<file path="config.mk">
export PLATFORM = sky130hd
export DESIGN_NAME = sram_controller
export DESIGN_NICKNAME = d
export VERILOG_FILES = /design/src/rtl/sram_ctrl_pkg.sv /design/src/rtl/sram_wait_counter.sv /design/src/rtl/sram_controller.sv
export SDC_FILE = /design/constraint.sdc
export NUM_CORES = 1
export LEC_CHECK = 0
export ABC_AREA = 1
export ABC_CLOCK_PERIOD_IN_PS = 1390
export CAP_MARGIN = 25
export CORE_AREA = 2 2 112 114
export CTS_CLUSTER_SIZE = 16
export DETAILED_ROUTE_END_ITERATION = 12
export DIE_AREA = 0 0 114 116
export HOLD_SLACK_MARGIN = 0.05
export PLACE_DENSITY_LB_ADDON = 0.1
export SLEW_MARGIN = 20
export SYNTH_ARGS = -nofsm -noshare
export SYNTH_HDL_FRONTEND = slang
export SYNTH_SLANG_ARGS = --single-unit
</file>
<file path="constraint.sdc">
create_clock -name clk -period 1.39 [get_ports clk]
set_clock_uncertainty 0.05 [all_clocks]
set_input_delay 0.2085 -clock clk [delete_from_list [all_inputs] [get_ports clk]]
set_output_delay 0.2085 -clock clk [all_outputs]
set_load 0.01 [all_outputs]
</file>
<file path="src/rtl/sram_ctrl_pkg.sv">
// Shared state encoding and SRAM bus widths for the MEM-stage SRAM controller.
package sram_ctrl_pkg;

    localparam int SRAM_AW = 18;
    localparam int SRAM_DW = 16;

    localparam logic [1:0] S_IDLE = 2'd0;
    localparam logic [1:0] S_LO   = 2'd1;
    localparam logic [1:0] S_HI   = 2'd2;
    localparam logic [1:0] S_DONE = 2'd3;

endpackage

</file>
<file path="src/rtl/sram_wait_counter.sv">
// Per-phase wait counter: counts 0..WAIT_CYCLES, flags the final count; cleared on phase entry.
// Latency: last is combinational from the count; no backpressure.
module sram_wait_counter #(
    parameter int WAIT_CYCLES = 1
) (
    input  logic clk,
    input  logic rst,
    input  logic clr,
    output logic last
);

    logic [3:0] cnt;

    always_ff @(posedge clk or negedge rst) begin
        if (!rst) begin
            cnt <= 4'd0;
        end else if (clr) begin
            cnt <= 4'd0;
        end else begin
            cnt <= cnt + 4'd1;
        end
    end

    assign last = (cnt == 4'(WAIT_CYCLES));

endmodule

</file>
<file path="src/rtl/sram_controller.sv">
// Splits a 32-bit load/store into two 16-bit SRAM accesses of WAIT_CYCLES+1 cycles each.
// Latency: 2*WAIT_CYCLES+3 cycles from request to DONE; ready low stalls the pipeline meanwhile.
module sram_controller
    import sram_ctrl_pkg::*;
#(
    parameter int          WAIT_CYCLES = 1,
    parameter logic [31:0] BASE_ADDR   = 32'd1024
) (
    input  logic                clk,
    input  logic                rst,
    input  logic                mem_read,
    input  logic                mem_write,
    input  logic [31:0]         address,
    input  logic [31:0]         write_data,
    output logic [31:0]         read_data,
    output logic                ready,
    output logic [SRAM_AW-1:0]  sram_addr,
    output logic [SRAM_DW-1:0]  sram_dq_o,
    input  logic [SRAM_DW-1:0]  sram_dq_i,
    output logic                sram_dq_oe,
    output logic                sram_we_n
);

    logic [1:0]  state;
    logic        is_write;
    logic [16:0] word_q;
    logic [31:0] wdata_q;
    logic [31:0] rdata_q;
    logic        req;
    logic        active;
    logic        last;
    logic [31:0] off;
    logic        unused_off;

    assign req        = mem_read | mem_write;
    assign active     = (state == S_LO) || (state == S_HI);
    assign off        = address - BASE_ADDR;
    assign unused_off = ^{off[31:19], off[1:0]};

    // Clearing whenever not in a phase, or on the final count, restarts the count at each phase entry.
    sram_wait_counter #(
        .WAIT_CYCLES (WAIT_CYCLES)
    ) u_wait_counter (
        .clk  (clk),
        .rst  (rst),
        .clr  (!active || last),
        .last (last)
    );

    always_ff @(posedge clk or negedge rst) begin
        if (!rst) begin
            state    <= S_IDLE;
            is_write <= 1'b0;
            word_q   <= '0;
            wdata_q  <= '0;
            rdata_q  <= '0;
        end else begin
            case (state)
                S_IDLE: begin
                    if (req) begin
                        word_q   <= off[18:2];
                        wdata_q  <= write_data;
                        is_write <= mem_write;
                        state    <= S_LO;
                    end
                end
                S_LO: begin
                    if (last) begin
                        if (!is_write) rdata_q[15:0] <= sram_dq_i;
                        state <= S_HI;
                    end
                end
                S_HI: begin
                    if (last) begin
                        if (!is_write) rdata_q[31:16] <= sram_dq_i;
                        state <= S_DONE;
                    end
                end
                default: state <= S_IDLE;
            endcase
        end
    end

    // SRAM pins decode only from registered state, so reset forces them idle without a clock.
    assign sram_addr  = active ? {word_q, (state == S_HI)} : '0;
    assign sram_dq_o  = (active && is_write) ? ((state == S_HI) ? wdata_q[31:16] : wdata_q[15:0]) : '0;
    assign sram_dq_oe = active && is_write;
    assign sram_we_n  = !(active && is_write && !last);

    assign read_data  = ((state == S_DONE) && !is_write) ? rdata_q : '0;
    assign ready      = !(active || ((state == S_IDLE) && req));

endmodule

</file>
**After elaboration in Yosys (flattened, before gate mapping)**

Cells that the tools add are included.

- Bits in registers: 88
- Input bits: 84

- Reductions and logical operators: 17
- Equal/unequal tests: 7
- Multiplexer cells: 9
- Add/sub/neg operators: 2
- Bitwise operators: 2

Operator list:

| operator | count |
|---|---|
| $mux 16 | 2 |
| $mux 32 | 1 |
| $sub 19x11->19 const B | 1 |
| $mux 18 | 1 |
| $reduce_and 3->1 | 3 |
| $mux 2 | 3 |
| $ne 2x2->1 const B | 3 |
| $pmux 2 s3 | 1 |
| $logic_not 1->1 | 5 |
| $add 4x1->4 const B | 1 |
| $eq 2x2->1 const B | 2 |
| $eq 4x1->1 const B | 1 |
| $logic_and 1x1->1 | 4 |
| $mux 4 | 1 |
| $logic_or 1x1->1 | 3 |
| $eq 2x1->1 const B | 1 |
| $logic_not 2->1 | 1 |
| $reduce_and 2->1 | 1 |
| $not 1->1 | 1 |
| $or 1x1->1 | 1 |

**Depth between registers and ports, before layout**

Gate-level depths: netlist of the first run.

- Word-level depth: 5
- Mapped depth: 8

**Hierarchy**

A second synthesis of the first run with hierarchy kept.

- Cells, all modules: 571
- Area, all modules: 4239.1 µm²

Modules (own cells, without submodules):

| module | area each (µm²) | cells an instance | times used |
|---|---|---|---|
| sram_controller | 4055.1 | 551 | 1 |
| sram_wait_counter | 183.9 | 20 | 1 |

**Least setup slack after synthesis of the first run**

OpenSTA, ideal clock, no wires.

- Path type: reg2out
- From: reg state[0]
- To: out sram_dq_o[10]
- Stages on the path, launching flop included: 8
- Path slack: -0.237 ns
- Path buffers: 2
- Arrival time: 1.369 ns
- Data required time: 1.132 ns
- Cells stage by stage: dfrtp_1 inv_1 ha_1 buf_6 inv_2 buf_2 nand2_1 a21oi_1

- Longest elaborated chain between the ends: 4

Ends and longest elaborated chain:

| element | line | text |
|---|---|---|
| start, declared | sram_controller.sv:24 | `logic [1:0] state;` |
| start signal, assigned | sram_controller.sv:52 | `state <= S_IDLE;` |
| start signal, assigned | sram_controller.sv:64 | `state <= S_LO;` |
| start signal, assigned | sram_controller.sv:70 | `state <= S_HI;` |
| $eq 2x1->1 or $eq 2x2->1 (tied branches) | sram_controller.sv:36, sram_controller.sv:86 |  |
| $logic_or 1x1->1 | sram_controller.sv:36 | `assign active = (state == S_LO) \|\| (state == S_HI);` |
| $logic_and 1x1->1 | sram_controller.sv:86 | `assign sram_dq_o = (active && is_write) ? ((state == S_HI) ? wdata_q[31:16] : wdata_q[15:0]) : '0;` |
| $mux 16 (*) | sram_controller.sv:86 |  |
| end, declared | sram_controller.sv:18 | `output logic [SRAM_DW-1:0] sram_dq_o,` |

Every way passes the cells marked *; elsewhere a longest branch is shown, timed or not.

**Worst setup path after layout of the first run**

- From: reg state[1]
- To: out sram_dq_o[6]

The elaborated chain is that of the path after synthesis.

==> results of run 1 <==
## area by class of cell
cell class                 instances  share of cell area
clock buffer                      11              0.0312
clock inverter                     5              0.0109
inverter                          87              0.0461
multi-input combinational        370               0.303
sequential                        88               0.295
tap                              147              0.0247
timing repair buffer             204               0.287
timing repair inverter             2             0.00201
## registers in the layout (all words and copies together), names as in the netlist
register and cells:
u_wait_counter.cnt 4, is_write 1, rdata_q 32, word_q 17, wdata_q 32, state 2
## cells by family after synthesis
logic type / share of synthesized area
adders and majority gates: 0.0199
and+or+nand+nor: 0.266
AOI/OAI and AO/OA: 0.0963
DFF: 0.501
xor gates and xnor gates: 0.00399
buffers and inverters: 0.113
## report_power, final
group | leakage (nW) | switching (mW) | total, mW | internal (mW)
clock network | 0.150 | 1.01 | 2.58 | 1.58
logic | 2.70 | 5.17 | 10.2 | 5.05
registers | 1.07 | 0.985 | 4.81 | 3.82
## cell usage after synthesis
library cell  instances
ha_1                  7
nor2_2                1
nand2_2               3
clkbuf_1              2
xor2_1                1
inv_2                 2
nand2_1             235
buf_4                 2
inv_4                 1
inv_1                84
buf_6                 6
dfrtp_1              88
o21ai_1               6
nor2_1               48
xnor2_1               1
a21oi_1              19
nand3_1               8
o21ai_0               7
o211ai_1              2
o21bai_1              1
or2_2                 1
a31oi_1               2
nand3_4               2
o21ai_2              26
buf_2                15
## critical path, delay by kind of cell, from the launching register on
family	cells	cell delay [ps]
and+or+nand+nor	1	80
adders and majority gates	1	310
buffers and inverters	4	470
DFF	1	380
AOI/OAI and AO/OA	1	110
## worst paths after layout
check                               startpoint  cells past startpoint            to  slack, ps
worst min-delay path                       rst                      3    rdata_q[0]        350
min in group clk                write_data[26]                      3   wdata_q[26]        350
worst min register to register     wdata_q[13]                      2   wdata_q[13]        430
worst max register to register        state[0]                      8   rdata_q[20]       -290
worst max-delay path                  state[1]                      7  sram_dq_o[6]       -550
max in group asynchronous                  rst                      3     word_q[3]        480
## metrics by stage
step / setup slack [ps] / total power, mW / setup TNS, ps / std cells / cell area, um2
CTS: -511 / 14.8 / -33350 / 901 / 6680
global route: -617 / 18.7 / -50490 / 914 / 7460
global placement: -553 / 11.2 / -47100 / 859 / 6130
floorplan: -63.4 / 8.43 / -750 / 570 / 4460
detailed placement: -578 / 11.3 / -49140 / 859 / 6130
finish: -553 / 17.6 / -40200 / 914 / 7460
## layer usage
metal,GRT usage,share of wire,routed length [um]
met2,0.313,0.51,7160
met1,0.248,0.41,5680
met5,0,0,0
met4,0.0577,0.012,164
met3,0.0586,0.066,918
## timing repair
action | in CTS | in global routing
buffers inserted | 17 | 5
endpoints found under the setup margin | 153 | 157
hold buffers | 1 | 0
gates resized for setup | 347 | 134
gates cloned | 9 | 10
pin swaps | 6 | 9
hold endpoints to repair | 88 | 0
==> flow_summary.ini, run 1 <==
[timing]
report.final.slew_viol_count = 0
min_period_ps = 1940
hold_violations = 0
worst_pin_slew_ps = 530
hold_ws_ps = 350
relSlewSlack = 0.646
rsz0062_at_grt = true
finalCritPeriodShare = 1.40
finalSetupViolCount = 149
max_freq_mhz = 515
final.setup.worst_slack_ps = -553

[setup_path]
slowest_delay_ps = 380
arrival_ps = 1680
cp-end-kind = output pin
worstSetupPathType = reg -> out
crit_path_start_kind = flip-flop
crit_path_top_delay_cell = dfrtp_1
worstPathCellList = buf_6 > inv_4 > ha_4 > nand2_8 > clkbuf_16 > a21oi_2 > buf_2
cp_max_fo = 7
required_ps = 1130

[clock_tree]
cts.htree.levels = 3
clock_sinks = 88
clk_pin_slew_worst_paths_ps = 60
clock_latency_ps = 330
cts_tree = yes
cts_buffer_depth = 2
clock_tree.root_cell = clkbuf_16
cts_buffers = 9

[logic_synthesis]
synth_seq_cells = 88
synth.distinct_cells = 25
synth_top_cell_by_area = dfrtp_1
netlist_instances = 570
synth.cell_area_um2 = 4390
yosysWarnings = 0
synth_seq_area_share = 0.501
synth.net_count = 661
synth_area_leaders = dfrtp_1, nand2_1, inv_1
synth_top_area_frac = 0.501
syn_avg_cell_area_um2 = 7.71

[drt]
wl_per_cell_um = 15.2
drt_drc_violations_left = 0
firstDrtPassIters = 4
drt-initial-drc-count = 184
postRouteAntennaNets = 0
viasPerCell = 4.72
via_count = 4317
wirelength_mm = 13.9

[final_layout]
nets = 853
syn2layout_area_growth_pct = 69.8
drive_gt1_frac = 0.381
multi_input_area_um2 = 2260
seq_area_um2 = 2200
fin_util = 0.626
n_antenna_cell = 0
final_common_cell = nand2_1
fillers = 1016
final_cell_mix = nand2_1, dfrtp_1, clkdlybuf4s50_1

[grt]
grt_max_degree = 89
grt_remaining_overflow = 0
antenna_found_initial = 0
grt_pass1_wl_mm = 20.2
grt_pass1_vias = 4154
grt.total_usage = 0.192

[die]
design.die.area_um2 = 13200
die_h_um = 116
rows = 40
initial_utilization = 0.369
die_w_um = 114
core_um2 = 11900
num_io_pins = 153

[outcome]
status = finished, violations left
violations = negative setup slack

[placement]
place.gp.congestion = 0.804
hpwl_mm = 7.53
port_buffers = 137

[pwr]
p_leak_nw = 3.93
ir_drop_mv = 1.37
power_density_nw_per_um2 = 2360

[hold_path]
hold_path_class = in -> async

[flow_run]
cap_violations = 0
Power figures use the tool's default switching activity.
==> inputs of run 2 (changes only) <==
ABC_CLOCK_PERIOD_IN_PS = 2320   (was 1390)
CORE_AREA = 2 2 108 110   (was 2 2 112 114)
DIE_AREA = 0 0 110 112   (was 0 0 114 116)
clock period = 2.32 ns   (was 1.39 ns; I/O delays follow)
==> run 2 against run 1 <==
  * The flow now finishes without violations
  * Register-to-register slack better by 790 ps
  * Via count decreased by 11%
  * Power shrank 54%
  * Cell area decreased by 17%
  * Worst setup slack improved by 610 ps
  * Sequential power fell by 44%
==> flow_summary.ini, run 2 (synthesis gave the netlist of run 1 again) <==
[clock_tree]
cts.htree.levels = 3
clk_pin_slew_worst_paths_ps = 60
clock_latency_ps = 330
clock_sinks = 88
cts_buffers = 9
cts_buffer_depth = 2
cts_tree = yes
clock_tree.root_cell = clkbuf_16

[grt]
grt.total_usage = 0.188
grtUsageMet3 = 0.0422
grtUsageMet1 = 0.246
grtUsageMet2 = 0.303
top_usage_layer = met2
grt_pass1_vias = 3910
antenna_found_initial = 0
grt_pass1_wl_mm = 18.1
grt_remaining_overflow = 0
grt_max_degree = 52

[timing]
worst_pin_slew_ps = 655
max_freq_mhz = 443
finalSetupViolCount = 0
setup_tns_ps = 0
min_period_ps = 2260
hold_violations = 0
finalCritPeriodShare = 0.974
report.final.slew_viol_count = 0
hold_ws_ps = 428
relSlewSlack = 0.563

[setup_path]
cp-end-kind = output pin
crit_path_start_kind = flip-flop
r2r_slack_ps = 500
crit_family = buffers and inverters
required_ps = 1920
arrival_ps = 1860
r2r_start = state[1]
crit_path_top_delay_cell = clkdlybuf4s50_1
cp_max_fo = 10
worstSetupPathType = reg -> out
critPathLaunch = state[1]
slowest_delay_ps = 530
critical_path_buf_inv_count = 4
reg2reg_to = state[0]
crit_path_end = sram_addr[7]
reg2reg_depth = 8
crit_cells = 6
worstPathCellList = inv_2 > ha_4 > buf_12 > nand2_1 > inv_1 > clkdlybuf4s50_1

[drt]
via_count = 3838
viasPerCell = 4.48
drt-initial-drc-count = 200
drt_drc_violations_left = 0
wl_per_cell_um = 12.7
firstDrtPassIters = 4
wirelength_mm = 10.8
postRouteAntennaNets = 0

[final_layout]
nets = 800
final_cell_mix = nand2_1, dfrtp_1, inv_1
final_cell_area_um2 = 6230
final_common_cell = nand2_1
n_antenna_cell = 0
drive_gt1_frac = 0.118
syn2layout_area_growth_pct = 41.8
fin_util = 0.557
reg.largest.list = rdata_q: 32 flops, wdata_q: 32 flops, word_q: 17 flops

[placement]
place.gp.congestion = 0.796
placed_cell_area_um2 = 5870
port_buffers = 137
hpwl_mm = 7.26

[hold_path]
hold_path_class = reg -> reg

[die]
num_io_pins = 153
design.die.area_um2 = 12300
core_um2 = 11200
initial_utilization = 0.393
die_h_um = 112
rows = 39
die_w_um = 110

[pwr]
p_leak_nw = 3.54
ir_drop_mv = 0.610
power_density_nw_per_um2 = 1290

[outcome]
status = finished clean

[flow_run]
cap_violations = 0
[run 2: cell count changes in the layout (fill, tap and decap cells not counted), moves of 16 or more]
| cell | delta |
|---|---|
| nand2_1 | +46 |
| a21oi_1 | +17 |
| buf_2 | -47 |
| buf_6 | -41 |
| nand2_4 | -33 |
| dlygate4sd2_1 | +41 |
| inv_1 | +16 |
[run 2: area by class of cell]
cell class / count / area [um2]
Clock buffer: 13 / 270
Clock inverter: 2 / 37.5
Fill cell: 1072 / 4950
Inverter: 87 / 334
Multi-Input combinational cell: 370 / 1720
Sequential cell: 88 / 2200
Tap cell: 143 / 179
Timing Repair Buffer: 153 / 1480
[run 2: metal layers]
layer	part of all wire	wire, um	vias to the layer above
met1	0.45	4920	1738
met2	0.46	4950	113
met4	0.018	191	0
met5	0	0	-
met3	0.070	763	15
li1	-	-	1972
[run 2: worst min-delay path: stages, from the launching register on]
cell and delay (ps):
dfrtp_1 340, nand2_1 60, o21ai_2 50
[run 2: power breakdown]
part / internal, mW / switching, mW
Sequential: 2.29 / 0.398
Clock: 0.917 / 0.577
Combinational: 1.76 / 2.13
[run 2: worst min-delay path by stage]
stage | depth (start not counted) | end | start
floorplan | 0 | is_write | rst
global placement | 1 | rdata_q[15] | rst
detailed placement | 1 | rdata_q[15] | rst
CTS | 2 | word_q[4] | word_q[4]
global route | 2 | wdata_q[24] | wdata_q[24]
finish | 2 | rdata_q[1] | rdata_q[1]
[run 2: timing repair]
| action | 4_1_cts | 5_1_grt |
|---|---|---|
| buffers inserted | 4 | 2 |
| cloned | 1 | 0 |
| hold buffers | 1 | 0 |
| pin swaps | 0 | 0 |
| setup endpoints to repair | 48 | 26 |
| hold endpoints to repair | 49 | 0 |
| gates resized for setup | 66 | 40 |
[run 2: through the flow]
step           total power, mW  cells  setup slack, ps
2_1_floorplan             4.92    570              553
3_3_place_gp              6.39    833              105
3_5_place_dp              6.47    833              115
4_1_cts                   8.12    854            -84.3
5_1_grt                   8.77    856            -2.83
6_report                  8.06    856             61.4
==> inputs of run 3 (changes only) <==
ABC_AREA = default   (was 1)
CORE_AREA = 2 2 105 107   (was 2 2 108 110)
DIE_AREA = 0 0 107 109   (was 0 0 110 112)
==> run 3 against run 2 <==
  * Hold slack lost 1.7 ps
  * Sequential power decreased by 1%
  * Power fell by 7.2%
  * Via count down 14%
  * Clock power decreased by 15%
  * Sequential share of layout area grew 1.5 points
  * Flip-flop and latch count unchanged
  * Register-to-register slack about the same
  * Routed wire length fell by 12%
  * Die area decreased by 5.3%
  * Critical path depth decreased by 2
  * Cell count down 18%
  * Critical endpoint is now sram_addr[1]
  * Largest cell class unchanged
  * Highest routed layer unchanged
==> flow_summary.ini, run 3 <==
[placement]
port_buffers = 137
place.gp.congestion = 0.735
post-place-ws_ps = 108
placed_cells_incl_taps = 687
hpwl_mm = 6.85

[final_layout]
syn2layout_area_growth_pct = 45.0
fin_cells = 706
nets = 652
drive_gt1_frac = 0.143
n_antenna_cell = 0
final_cell_mix = nand2_1, dfrtp_1, clkdlybuf4s50_1
reg.largest.list = rdata_q: 32 flops, wdata_q: 32 flops, word_q: 17 flops
final_common_cell = nand2_1

[clock_tree]
clk_pin_slew_worst_paths_ps = 90
cts_buffer_depth = 2
clock_tree.root_cell = clkbuf_8
cts_tree = yes
clock_sinks = 88
cts.htree.levels = 3
cts_buffers = 9
clock_latency_ps = 350

[grt]
grt_remaining_overflow = 0
antenna_found_initial = 0
grt_pass1_wl_mm = 15.6
grt.total_usage = 0.171
grt_pass1_vias = 3290
grt_max_degree = 51

[timing]
hold_violations = 0
setup_tns_ps = 0
hold_ws_ps = 427
final.setup.worst_slack_ps = 62.6
worst_pin_slew_ps = 546
finalSetupViolCount = 0
min_period_ps = 2260
report.final.slew_viol_count = 0
finalCritPeriodShare = 0.973
max_freq_mhz = 443
relSlewSlack = 0.636

[logic_synthesis]
synth_top_cell_by_area = dfrtp_1
syn_avg_cell_area_um2 = 9.89
synth_top_area_frac = 0.535
netlist_instances = 416
synth_seq_area_share = 0.535
synth_seq_cells = 88
synth_most_common_cell = nand2_1
synth-edff-count = 0
synth.cell_area_um2 = 4120
synth_area_leaders = dfrtp_1, nand2_1, mux2_2
synth_common_cells = nand2_1, dfrtp_1, and2_1, mux2_2, nor2_1
async_flop_share = 1.00
synth.net_count = 507
yosysWarnings = 0
ys.flop_type = dfrtp_1
synth.distinct_cells = 31

[drt]
viasPerCell = 4.69
firstDrtPassIters = 4
drt-initial-drc-count = 103
met2_length_mm = 4.67
m1WireLength_mm = 4.19
via_count = 3309
wirelength_mm = 9.52
dr_wl_met3_um = 475
drt_drc_violations_left = 0
postRouteAntennaNets = 0
wl_per_cell_um = 13.5
top_layer = met4

[die]
die_w_um = 107
design.die.area_um2 = 11700
core_um2 = 10600
die_h_um = 109
num_io_pins = 153
initial_utilization = 0.388
rows = 38

[outcome]
status = finished clean

[pwr]
p_sw_frac = 0.354
p_int_mw = 4.83
p_clk_frac = 0.170
switchingPower_mw = 2.65
pwr-share-seq = 0.354
total_power_mw = 7.48
power_density_nw_per_um2 = 1250
combPwrFrac = 0.476
p_leak_nw = 2.96
ir_drop_mv = 0.557

[setup_path]
arrival_ps = 1860
crit_family = buffers and inverters
crit_path_end = sram_addr[1]
worstPathCellList = inv_1 > ha_4 > and2_1 > clkdlybuf4s50_1
critical_path_buf_inv_count = 2
required_ps = 1920
cp_max_fo = 6
critPathLaunch = state[1]
worstSetupPathType = reg -> out
crit_path_start_kind = flip-flop
crit_path_top_delay_cell = clkdlybuf4s50_1
reg2reg_to = state[1]
reg2reg_depth = 6
r2r_slack_ps = 490
r2r_start = u_wait_counter.cnt[1]
crit_cells = 4
cp-end-kind = output pin
slowest_delay_ps = 540

[flow_run]
cap_violations = 0

[hold_path]
hold_path_class = reg -> reg
==> run 3: cell types whose count changed after synthesis, sizes merged, moves of 17 or more <==
cell,delta
nand2,-107
inv,-81
and2,+50
mux2,+33
o21ai,-32
nor2,-23
a21oi,-19
buf,-17
==> run 3: how the worst min path moves through the flow <==
stage                                  to  slack [ps]  depth (start not counted)        from
finish                          word_q[5]         430                          2   word_q[5]
global route                   wdata_q[1]         450                          2  wdata_q[1]
CTS                             word_q[5]         430                          2   word_q[5]
detailed placement  u_wait_counter.cnt[0]         320                          1         rst
global placement    u_wait_counter.cnt[0]         320                          1         rst
floorplan                        is_write           2                          0         rst
==> run 3: kinds of logic (layout without fill, tap and decap cells) <==
logic type / after synthesis / after routing / synth area share
simple gates: 222 / 222 / 0.250
flops: 88 / 88 / 0.535
fa+ha+maj: 7 / 7 / 0.0213
mux: 49 / 49 / 0.129
xor+xnor: 4 / 4 / 0.00851
buf+inv: 27 / 177 / 0.0261
compound gates: 19 / 19 / 0.0295
==> run 3: worst register-to-register path: cells and delay by family, from the launching register on <==
kind / cells / cell delay [ps]
buf+inv: 2 / 220
flops: 1 / 400
fa+ha+maj: 1 / 170
compound gates: 1 / 220
mux: 1 / 270
simple gates: 1 / 390
==> run 3: cell type report <==
| class | count | area (um2) |
|---|---|---|
| Inverter | 6 | 22.5 |
| Timing Repair Buffer | 155 | 1470 |
| Clock buffer | 11 | 141 |
| Fill cell | 1008 | 4640 |
| Multi-Input combinational cell | 301 | 1850 |
| Sequential cell | 88 | 2200 |
| Tap cell | 140 | 175 |
| Clock inverter | 5 | 104 |
==> run 3: metal layers <==
| layer | track usage | vias up |
|---|---|---|
| met1 | 0.212 | 1581 |
| met3 | 0.0347 | 13 |
| met4 | 0.0835 | 0 |
| li1 | - | 1627 |
| met5 | 0 | - |
| met2 | 0.287 | 88 |
==> run 3: through the flow <==
step | area, um2 | util
floorplan | 4120 | -
global placement | 5720 | 0.540
detailed placement | 5720 | 0.540
CTS | 5940 | 0.561
global route | 5970 | 0.563
finish | 5970 | 0.563
==> run 3: timing repair <==
| item | in CTS | in global routing |
|---|---|---|
| resized for setup | 77 | 10 |
| endpoints found under the setup margin | 68 | 13 |
| buffers inserted | 1 | 1 |
| hold endpoints to repair | 39 | 0 |
| gates cloned | 0 | 0 |
| hold buffers | 1 | 0 |
==> run 3: power by group through the flow <==
stage	registers [mW]	clock network, mW	logic, mW
5_1_grt	2.75	1.40	3.98
2_1_floorplan	2.57	0	2.13
3_5_place_dp	2.67	0	3.79
3_3_place_gp	2.63	0	3.75
6_report	2.65	1.27	3.56
4_1_cts	2.65	1.32	3.59
